File: src/rtl/mem_access_ctrl_pkg.sv
// Shared widths, FSM encoding and helpers for the MEM-stage data-memory access controller.
package mem_access_ctrl_pkg;

    localparam int WORD_LEN          = 32;
    localparam int REG_FILE_ADDR_LEN = 5;
    localparam int MEMC_TIMEOUT      = 16;

    typedef enum logic [1:0] {
        MEMC_IDLE = 2'd0,
        MEMC_BUSY = 2'd1,
        MEMC_DONE = 2'd2
    } memc_state_e;

    // A word access is misaligned when either of the two low address bits is set.
    function automatic logic is_misaligned(input logic op, input logic [1:0] addr_lo);
        return op && (addr_lo != 2'b00);
    endfunction

endpackage

File: src/rtl/mem_timeout_cnt.sv
// Saturating wait counter for a pending memory request; expired_o flags the last allowed BUSY cycle.
module mem_timeout_cnt #(
    parameter int TIMEOUT = 16,
    parameter int CNT_W   = 5
) (
    input  logic clk_i,
    input  logic rst_ni,
    input  logic clear_i,
    input  logic en_i,
    output logic expired_o
);

    localparam logic [CNT_W-1:0] LAST = CNT_W'(TIMEOUT - 1);

    logic [CNT_W-1:0] cnt_q, cnt_d;

    // Holds at LAST instead of wrapping so a stuck request stays expired.
    always_comb begin
        cnt_d = cnt_q;
        if (clear_i) begin
            cnt_d = '0;
        end else if (en_i && (cnt_q != LAST)) begin
            cnt_d = cnt_q + 1'b1;
        end
    end

    always_ff @(posedge clk_i or negedge rst_ni) begin
        if (!rst_ni) begin
            cnt_q <= '0;
        end else begin
            cnt_q <= cnt_d;
        end
    end

    assign expired_o = (cnt_q == LAST);

endmodule

File: src/rtl/mem_access_ctrl.sv
// MEM-stage controller: turns EXE2MEM load/store controls into a req/ack access,
// stalls the pipeline while waiting and feeds MEM2WB with bubbles until the data is ready.
module mem_access_ctrl
    import mem_access_ctrl_pkg::*;
#(
    parameter int TIMEOUT = MEMC_TIMEOUT,
    parameter int CNT_W   = 5
) (
    input  logic                         clk,
    input  logic                         rst,
    input  logic                         WB_EN_in,
    input  logic                         MEM_R_EN_in,
    input  logic                         MEM_W_EN_in,
    input  logic [WORD_LEN-1:0]          ALU_Result_in,
    input  logic [WORD_LEN-1:0]          ST_value_in,
    input  logic [REG_FILE_ADDR_LEN-1:0] Dest_in,
    output logic                         mem_req,
    output logic                         mem_we,
    output logic [WORD_LEN-1:0]          mem_addr,
    output logic [WORD_LEN-1:0]          mem_wdata,
    input  logic [WORD_LEN-1:0]          mem_rdata,
    input  logic                         mem_ack,
    output logic                         stall,
    output logic                         WB_EN,
    output logic                         Mem_Read_EN,
    output logic [WORD_LEN-1:0]          ALU_Result,
    output logic [WORD_LEN-1:0]          Data_memory,
    output logic [REG_FILE_ADDR_LEN-1:0] Dest,
    output logic                         mis_err,
    output logic                         bus_err
);

    memc_state_e         state_q, state_d;
    logic [WORD_LEN-1:0] rdata_q, rdata_d;
    logic                mis_err_q, mis_err_d;
    logic                bus_err_q, bus_err_d;
    logic                op, misal, expired, req_active, drop_ctrl;

    assign op    = MEM_R_EN_in | MEM_W_EN_in;
    assign misal = is_misaligned(op, ALU_Result_in[1:0]);

    mem_timeout_cnt #(
        .TIMEOUT (TIMEOUT),
        .CNT_W   (CNT_W)
    ) u_timeout (
        .clk_i     (clk),
        .rst_ni    (rst),
        .clear_i   (state_q != MEMC_BUSY),
        .en_i      (state_q == MEMC_BUSY),
        .expired_o (expired)
    );

    // Loads own the read data; a store ack leaves the last loaded value in place.
    always_comb begin
        state_d   = state_q;
        rdata_d   = rdata_q;
        mis_err_d = 1'b0;
        bus_err_d = 1'b0;
        case (state_q)
            MEMC_IDLE: begin
                if (misal) begin
                    mis_err_d = 1'b1;
                end else if (op) begin
                    if (mem_ack) begin
                        if (MEM_R_EN_in) rdata_d = mem_rdata;
                        state_d = MEMC_DONE;
                    end else begin
                        state_d = MEMC_BUSY;
                    end
                end
            end
            MEMC_BUSY: begin
                if (mem_ack) begin
                    if (MEM_R_EN_in) rdata_d = mem_rdata;
                    state_d = MEMC_DONE;
                end else if (expired) begin
                    rdata_d   = '0;
                    bus_err_d = 1'b1;
                    state_d   = MEMC_DONE;
                end
            end
            default: state_d = MEMC_IDLE;
        endcase
    end

    always_ff @(posedge clk or negedge rst) begin
        if (!rst) begin
            state_q   <= MEMC_IDLE;
            rdata_q   <= '0;
            mis_err_q <= 1'b0;
            bus_err_q <= 1'b0;
        end else begin
            state_q   <= state_d;
            rdata_q   <= rdata_d;
            mis_err_q <= mis_err_d;
            bus_err_q <= bus_err_d;
        end
    end

    // An asserted reset abandons any request immediately, even with upstream still frozen.
    assign req_active = rst && (((state_q == MEMC_IDLE) && op && !misal) || (state_q == MEMC_BUSY));
    assign drop_ctrl  = req_active || ((state_q == MEMC_IDLE) && misal);

    assign mem_req     = req_active;
    assign stall       = req_active;
    assign mem_we      = req_active && MEM_W_EN_in && !MEM_R_EN_in;
    assign mem_addr    = ALU_Result_in;
    assign mem_wdata   = ST_value_in;
    assign WB_EN       = WB_EN_in && !drop_ctrl;
    assign Mem_Read_EN = MEM_R_EN_in && !drop_ctrl;
    assign ALU_Result  = ALU_Result_in;
    assign Dest        = Dest_in;
    assign Data_memory = rdata_q;
    assign mis_err     = mis_err_q;
    assign bus_err     = bus_err_q;

endmodule

File: config.mk
export PLATFORM = sky130hd
export DESIGN_NAME = mem_access_ctrl
export DESIGN_NICKNAME = d
export VERILOG_FILES = /design/src/rtl/mem_access_ctrl_pkg.sv /design/src/rtl/mem_timeout_cnt.sv /design/src/rtl/mem_access_ctrl.sv
export SDC_FILE = /design/constraint.sdc
export NUM_CORES = 1
export LEC_CHECK = 0
export CORE_AREA = 2 2 97 99
export DETAILED_ROUTE_END_ITERATION = 10
export DIE_AREA = 0 0 99 101
export PLACE_DENSITY = 0.77
export SYNTH_ARGS = -nofsm -noshare
export SYNTH_HDL_FRONTEND = slang
export SYNTH_SLANG_ARGS = --single-unit
File: constraint.sdc
create_clock -name clk -period 2.5 [get_ports clk]
set_input_delay 0.25 -clock clk [delete_from_list [all_inputs] [get_ports clk]]
set_output_delay 0.25 -clock clk [all_outputs]
set_load 0.02 [all_outputs]
==> metrics.csv, run 1 <==
stage,metric,value,unit
outcome,outcome,finished clean,
clocking,post-cts-setup-buffers,0,
timing,fmax,419,MHz
hold_path,hold_class,in -> async,
floorplanning,core_area,8980,um^2
power_and_ir_drop,combPwrFrac,0.344,
logic_synthesis,yosysSeqAreaShare,0.415,
logic_synthesis,synth_edf_count,0,
detailed_routing,wl_per_cell,14.8,um
logic_synthesis,ys_warn_count,0,
detailed_routing,drc,0,
cells_and_area,diodes,0,
timing,skew,0.00160,ns
logic_synthesis,ys_async_sr_fraction,1.00,
timing,drv_slew,0,
logic_synthesis,synth_cell_types,30,
global_routing,overflow,0,
floorplanning,fp.dieH,101,um
clocking,cts-buffers-inserted,5,
clocking,h-tree-depth,2,
place,place_area,2650,um^2
detailed_routing,ant_nets,0,
clocking,cts.sinks,41,
cells_and_area,fillers,894,
detailed_routing,first_pass_iters,4,
place,dp_cells,315,
timing,fin_ws,0.111,ns
power_and_ir_drop,p_leak,1.21,nW
timing,worstMarginPinSlew,0.370,ns
worst_setup_path,r2r_cells,7,
timing,period_needed,2.39,ns
global_routing,grt_max_degree,30,
timing,setup-tns-final,0,ns
global_routing,grt_pass1_vias,1525,
cells_and_area,num-nets-final,321,
floorplanning,die_x,99,um
clocking,clkLatencyLatePin,0.28,ns
detailed_routing,vias,1452,
floorplanning,die-area,10000,um^2
cells_and_area,fin_util,0.310,
power_and_ir_drop,peakVddDrop,0.309,mV
place,gp_congestion,0.749,
logic_synthesis,synth_ff_type,dfrtp_1,
logic_synthesis,synth_area,2470,um^2
worst_setup_path,crit_type,in -> out,
cells_and_area,final_area,2780,um^2
timing,rsz0062_at_grt,no,
detailed_routing,vias_per_cell,4.48,
power_and_ir_drop,swShare,0.290,
global_routing,grt_first_pass_wirelength,7530,um
power_and_ir_drop,p_switching,0.633,mW
power_and_ir_drop,powerDensity,784,nW/um^2
power_and_ir_drop,clkPwrFrac,0.253,
place,portBuffers,82,
logic_synthesis,synth_mux_area_frac,0.00810,
worst_setup_path,critPathLaunchType,input pin,
worst_setup_path,cp.required,2.25,ns
clocking,cts_resized,0,
timing,finalHoldViolCount,0,
logic_synthesis,syn_nets,333,
logic_synthesis,synth.avg_cell_area,11.0,um^2
clocking,cts.clk_slew.worst_paths,0.08,ns
logic_synthesis,netlist_instances,224,
detailed_routing,drt_wl_total,4810,um
floorplanning,boundaryPins,247,
worst_setup_path,r2r_slack,0.59,ns
worst_setup_path,timing.rr.start,u_timeout.cnt_q[0]$_DFFE_PN0P_,
logic_synthesis,synth_compound_area_frac,0.160,
power_and_ir_drop,seqPwrFrac,0.404,
place,dp_slack,0.110,ns
floorplanning,fp-row-count,35,
cells_and_area,stdcell_count,324,
worst_setup_path,arrival,2.14,ns
timing,max-slew-margin-rel,0.754,
cells_and_area,drive_gt1_frac,0.230,
place,dpl.hpwl,3610,um
power_and_ir_drop,intPower,1.55,mW
worst_setup_path,end_kind,primary output,
timing,fin_crit_sh,0.955,
logic_synthesis,synth_xor_area_frac,0.0106,
job,drv_cap,0,
clocking,cts_tree,done,
timing,setup_viol,0,
cells_and_area,syn_to_final_growth,12.4,%
logic_synthesis,synth_top_family_by_area,buffers and inverters,
worst_setup_path,worstPathMaxFanout,5,
global_routing,grt.total_usage,0.0950,
floorplanning,initial_core_util,0.275,
clocking,max-clock-path-buffers,2,
clocking,clockRootBuffer,clkbuf_8,
logic_synthesis,synth_adder_area_share,0.0101,
detailed_routing,drtIter0Drc,46,
global_routing,antenna_found_initial,0,
logic_synthesis,postSynthRegisterBits,41,
logic_synthesis,yosys.area_share.simple,0.0577,
worst_setup_path,timing.rr.end,Data_memory[18]$_DFFE_PN0P_,
[registers in the layout, summed over array words and instances (netlist names)]
register,count
Data_memory,32
u_timeout.cnt_q,5
state_q,2
bus_err,1
mis_err,1
[placed cells by master, fill, tap and decap left out]
master | Yosys | routed
nand4b_1 | 1 | 1
xnor2_1 | 1 | 1
a2bb2oi_4 | 1 | 1
o21ai_0 | 1 | 1
ha_1 | 2 | 2
nand2_1 | 1 | 1
o21a_1 | 1 | 1
o2111a_2 | 1 | 1
clkdlybuf4s50_1 | 0 | 81
a22o_1 | 6 | 6
and3_1 | 2 | 2
nor3b_1 | 2 | 2
nor3_1 | 2 | 2
a22o_2 | 26 | 26
and4bb_2 | 1 | 1
nor2_1 | 8 | 8
buf_2 | 3 | 1
buf_4 | 102 | 7
o21ba_2 | 1 | 1
bufinv_16 | 0 | 1
xor2_1 | 2 | 2
inv_1 | 3 | 3
mux2i_1 | 2 | 2
and2_1 | 1 | 1
nand2b_4 | 1 | 1
a21oi_1 | 3 | 3
clkbuf_1 | 0 | 1
or2_2 | 1 | 1
nor4_1 | 1 | 1
and2b_2 | 2 | 2
dfrtp_1 | 41 | 41
dlygate4sd3_1 | 0 | 1
clkbuf_8 | 0 | 6
a31oi_1 | 1 | 1
[power groups by stage]
stage                     sequential [mW]  combinational (mW)  clock, mW
after detailed placement            0.885               0.760          0
final                               0.880               0.749      0.551
after floorplan                      1.05               0.419          0
after global routing                0.903               0.791      0.602
after global placement              0.891               0.746          0
after CTS                           0.882               0.760      0.571
[worst max-delay path, stage by stage]
cell and delay (ns):
clkdlybuf4s50_1 0.48, nor2_1 0.23, a21oi_1 0.12, nor3b_1 0.35
clkdlybuf4s50_1 0.70
[final cells by class]
class	count	area, um^2	area share
clock buffer	7	86.3	0.0311
clock inverter	1	30.0	0.0108
inverter	3	11.3	0.00405
multi-input combinational	71	609	0.219
sequential	41	1030	0.369
tap	111	139	0.0500
timing repair buffer	90	878	0.316
[how the worst max path moves through the flow]
stage / start / end / slack [ns] / depth (start not counted)
final: ALU_Result_in[1] / stall / 0.11 / 5
after global routing: ALU_Result_in[1] / stall / 0.03 / 5
after CTS: ALU_Result_in[1] / stall / 0.1 / 5
after detailed placement: ALU_Result_in[1] / stall / 0.11 / 5
after global placement: ALU_Result_in[1] / stall / 0.17 / 5
after floorplan: u_timeout.cnt_q[0]$_DFFE_PN0P_ / Data_memory[0]$_DFFE_PN0P_ / 0.68 / 8
[stage by stage]
stage	hold WS [ns]	power [mW]
floorplan	-0.0456	1.47
global placement	0.104	1.64
detailed placement	0.104	1.65
CTS	0.336	2.21
global route	0.342	2.30
finish	0.336	2.18
[layer usage]
metal,track usage,part of all wire,routed length [um],vias up
met2,0.156,0.48,2330,103
met1,0.108,0.40,1910,694
met5,0,0,0,-
met4,0.0421,0.022,106,0
li1,-,-,-,631
met3,0.0402,0.096,464,24
[logic make-up (layout without fill, tap and decap cells)]
group	Yosys count	in the layout
buffers and inverters	112	101
AO/OA/AOI/OAI	41	41
adder cells (fa/ha/maj)	2	2
multiplexers	2	2
AND/OR/NAND/NOR	23	23
flip-flops	41	41
XOR/XNOR	3	3
[synth_stat cells, types with 2 or more instances]
cell type | number | area [um^2]
nor2_1 | 8 | 30.0
dfrtp_1 | 41 | 1030
buf_6 | 4 | 45.0
nor3b_1 | 2 | 15.0
nor3_1 | 2 | 10.0
inv_1 | 3 | 11.3
buf_4 | 102 | 766
ha_1 | 2 | 25.0
a22o_1 | 6 | 52.6
buf_2 | 3 | 15.0
and3_1 | 2 | 12.5
xor2_1 | 2 | 17.5
and2b_2 | 2 | 17.5
a21oi_1 | 3 | 15.0
a22o_2 | 26 | 260
mux2i_1 | 2 | 20.0
[timing repair]
action / 4_1_cts / 5_1_grt
hold endpoints to repair: 3 / 0
hold buffers: 1 / 0
endpoints found under the setup margin: 0 / 0
Note: power is estimated with default switching activity, not from simulation.
==> inputs of run 2 (changes only) <==
--- a/config.mk
+++ b/config.mk
@@ -8,7 +8,7 @@
 export CORE_AREA = 2 2 97 99
 export DETAILED_ROUTE_END_ITERATION = 10
 export DIE_AREA = 0 0 99 101
-export PLACE_DENSITY = 0.77
+export PLACE_DENSITY = 0.82
 export SYNTH_ARGS = -nofsm -noshare
 export SYNTH_HDL_FRONTEND = slang
 export SYNTH_SLANG_ARGS = --single-unit
==> constraint.sdc (replaced) <==
create_clock -name clk -period 2.63 [get_ports clk]
set_input_delay 0.263 -clock clk [delete_from_list [all_inputs] [get_ports clk]]
set_output_delay 0.263 -clock clk [all_outputs]
set_load 0.02 [all_outputs]
==> run 2 against run 1 <==
- clock skew is 0.0040 ns higher
- final area fell by 1.7%
- via count shrank 2.6%
- core utilization shrank 0.53 points
- non-clock buffer count fell by 3
- global-route usage rose by 0.13 points
- sequential cell count did not move
- clock power is 25% lower
- largest cell class unchanged
- largest power group unchanged
==> metrics.csv, run 2 (synthesis gave the netlist of run 1 again) <==
stage,metric,value,unit,change
outcome,outcome,finished clean,,
power_and_ir_drop,p_total,1.97,mW,-9.7%
clocking,clkLatencyLatePin,0.29,ns,about the same
worst_setup_path,crit_type,in -> out,,
cells_and_area,largest_reg_flops,32,,unchanged
place,dp_cells,312,,-0.95%
global_routing,grt.total_usage,0.0962,,+0.00125
clocking,post-cts-setup-buffers,0,,unchanged
floorplanning,boundaryPins,247,,unchanged
clocking,cts_tree,done,,
cells_and_area,mostFrequentLayoutCells,"81 x clkdlybuf4s50_1, 41 x dfrtp_1, 26 x a22o_2",,
place,gp_congestion,0.708,,-5.4%
timing,drv_slew,0,,unchanged
detailed_routing,vias_per_cell,4.40,,-1.7%
clocking,clockRootBuffer,clkbuf_8,,
global_routing,grt_pass1_vias,1564,,+2.6%
timing,fmax,415,MHz,
worst_setup_path,cp.required,2.37,ns,+0.12 ns
power_and_ir_drop,powerDensity,720,nW/um^2,-8.1%
floorplanning,fp-row-count,35,,unchanged
cells_and_area,diodes,0,,unchanged
timing,period_needed,2.41,ns,
clocking,max-clock-path-buffers,2,,unchanged
clocking,cts.sinks,41,,unchanged
global_routing,grt_first_pass_wirelength,7630,um,+1.3%
worst_setup_path,end_kind,primary output,,
global_routing,antenna_found_initial,0,,unchanged
cells_and_area,drive_gt1_frac,0.224,,-0.00624
detailed_routing,first_pass_iters,4,,unchanged
clocking,h-tree-depth,2,,unchanged
detailed_routing,drc,0,,unchanged
timing,setup-tns-final,0,ns,unchanged
cells_and_area,layout_commonest_cell,clkdlybuf4s50_1,,
cells_and_area,syn_to_final_growth,10.5,%,
floorplanning,die-area,10000,um^2,unchanged
detailed_routing,drtIter0Drc,28,,-39%
place,dpl.hpwl,3730,um,+3.1%
hold_path,hold_class,reg -> reg,,
hold_path,min_from,Data_memory[4]$_DFFE_PN0P_,,
detailed_routing,drt_wl_total,4990,um,+3.7%
timing,worstMarginPinSlew,0.673,ns,+0.303 ns
detailed_routing,wl_per_cell,15.5,um,+4.7%
worst_setup_path,worstPathMaxFanout,20,,+15
floorplanning,core_area,8980,um^2,unchanged
worst_setup_path,arrival,2.15,ns,about the same
timing,finalHoldViolCount,0,,unchanged
cells_and_area,fin_util,0.304,,-0.00530
global_routing,overflow,0,,unchanged
clocking,cts-buffers-inserted,5,,unchanged
power_and_ir_drop,peakVddDrop,0.282,mV,-8.7%
timing,rsz0062_at_grt,no,,
cells_and_area,num-nets-final,318,,-0.93%
worst_setup_path,critPathLaunchType,input pin,,
detailed_routing,ant_nets,0,,unchanged
worst_setup_path,timing.rr.start,u_timeout.cnt_q[0]$_DFFE_PN0P_,,
timing,setup_viol,0,,unchanged
job,drv_cap,0,,unchanged
floorplanning,die_x,99,um,unchanged
power_and_ir_drop,p_leak,1.18,nW,-2.1%
detailed_routing,vias,1414,,-2.6%
cells_and_area,stdcell_count,321,,-0.93%
cells_and_area,fillers,898,,+0.45%
timing,max-slew-margin-rel,0.551,,-0.202
worst_setup_path,r2r_slack,0.55,ns,-0.04 ns
timing,skew,0.00564,ns,+0.00404 ns
place,portBuffers,82,,unchanged
worst_setup_path,startpoint,rst,,
global_routing,grt_max_degree,33,,+10%
place,place_area,2630,um^2,-0.85%
timing,fin_crit_sh,0.916,,
clocking,cts.clk_slew.worst_paths,0.08,ns,about the same
floorplanning,initial_core_util,0.275,,unchanged
cells_and_area,final_area,2730,um^2,-1.7%
floorplanning,fp.dieH,101,um,unchanged
## run 2: report_power, final
group	switching [mW]	internal [mW]	total [mW]
logic	0.313	0.400	0.713
clock network	0.228	0.188	0.416
registers	0.0794	0.759	0.839
## run 2: final cells by class
class / instances / area [um^2] / area share
flip-flops and latches: 41 / 1030 / 0.375
clock inverters: 3 / 22.5 / 0.00824
repair buffers: 87 / 856 / 0.313
clock buffers: 5 / 68.8 / 0.0252
inverters: 3 / 11.3 / 0.00412
well taps: 111 / 139 / 0.0508
multi-input cells: 71 / 609 / 0.223
## run 2: what timing repair did
item	in CTS	in global routing
hold buffers	1	0
hold endpoints to repair	14	0
gates resized for setup	0	0
## run 2: metal layers
layer / vias to the layer above / part of all wire / track usage
li1: 626 / - / -
met1: 681 / 0.37 / 0.104
met2: 80 / 0.51 / 0.165
met3: 27 / 0.092 / 0.0395
met4: 0 / 0.027 / 0.0443
met5: - / 0 / 0
## run 2: worst paths after layout
| path | depth (start not counted) | to |
|---|---|---|
| max | 6 | mem_we |
| min | 1 | Data_memory[4]$_DFFE_PN0P_ |
| max reg2reg | 7 | Data_memory[26]$_DFFE_PN0P_ |
| min reg2reg | 1 | Data_memory[4]$_DFFE_PN0P_ |
| max in group asynchronous | 3 | Data_memory[25]$_DFFE_PN0P_ |
| min in group asynchronous | 3 | Data_memory[17]$_DFFE_PN0P_ |
## run 2: worst max-delay path, cell delays in order
cell and delay, ns:
dlygate4sd3_1 0.54, buf_2 0.16, buf_4 0.27, nand2_1 0.09, nor4_1 0.17, clkdlybuf4s50_1 0.64
## run 2: metrics by stage
stage / setup WS (ns) / hold slack, ns
6_report: 0.221 / 0.502
5_1_grt: 0.0733 / 0.526
4_1_cts: 0.191 / 0.511
3_5_place_dp: 0.234 / 0.328
3_3_place_gp: 0.413 / 0.332
2_1_floorplan: 0.812 / -0.0326
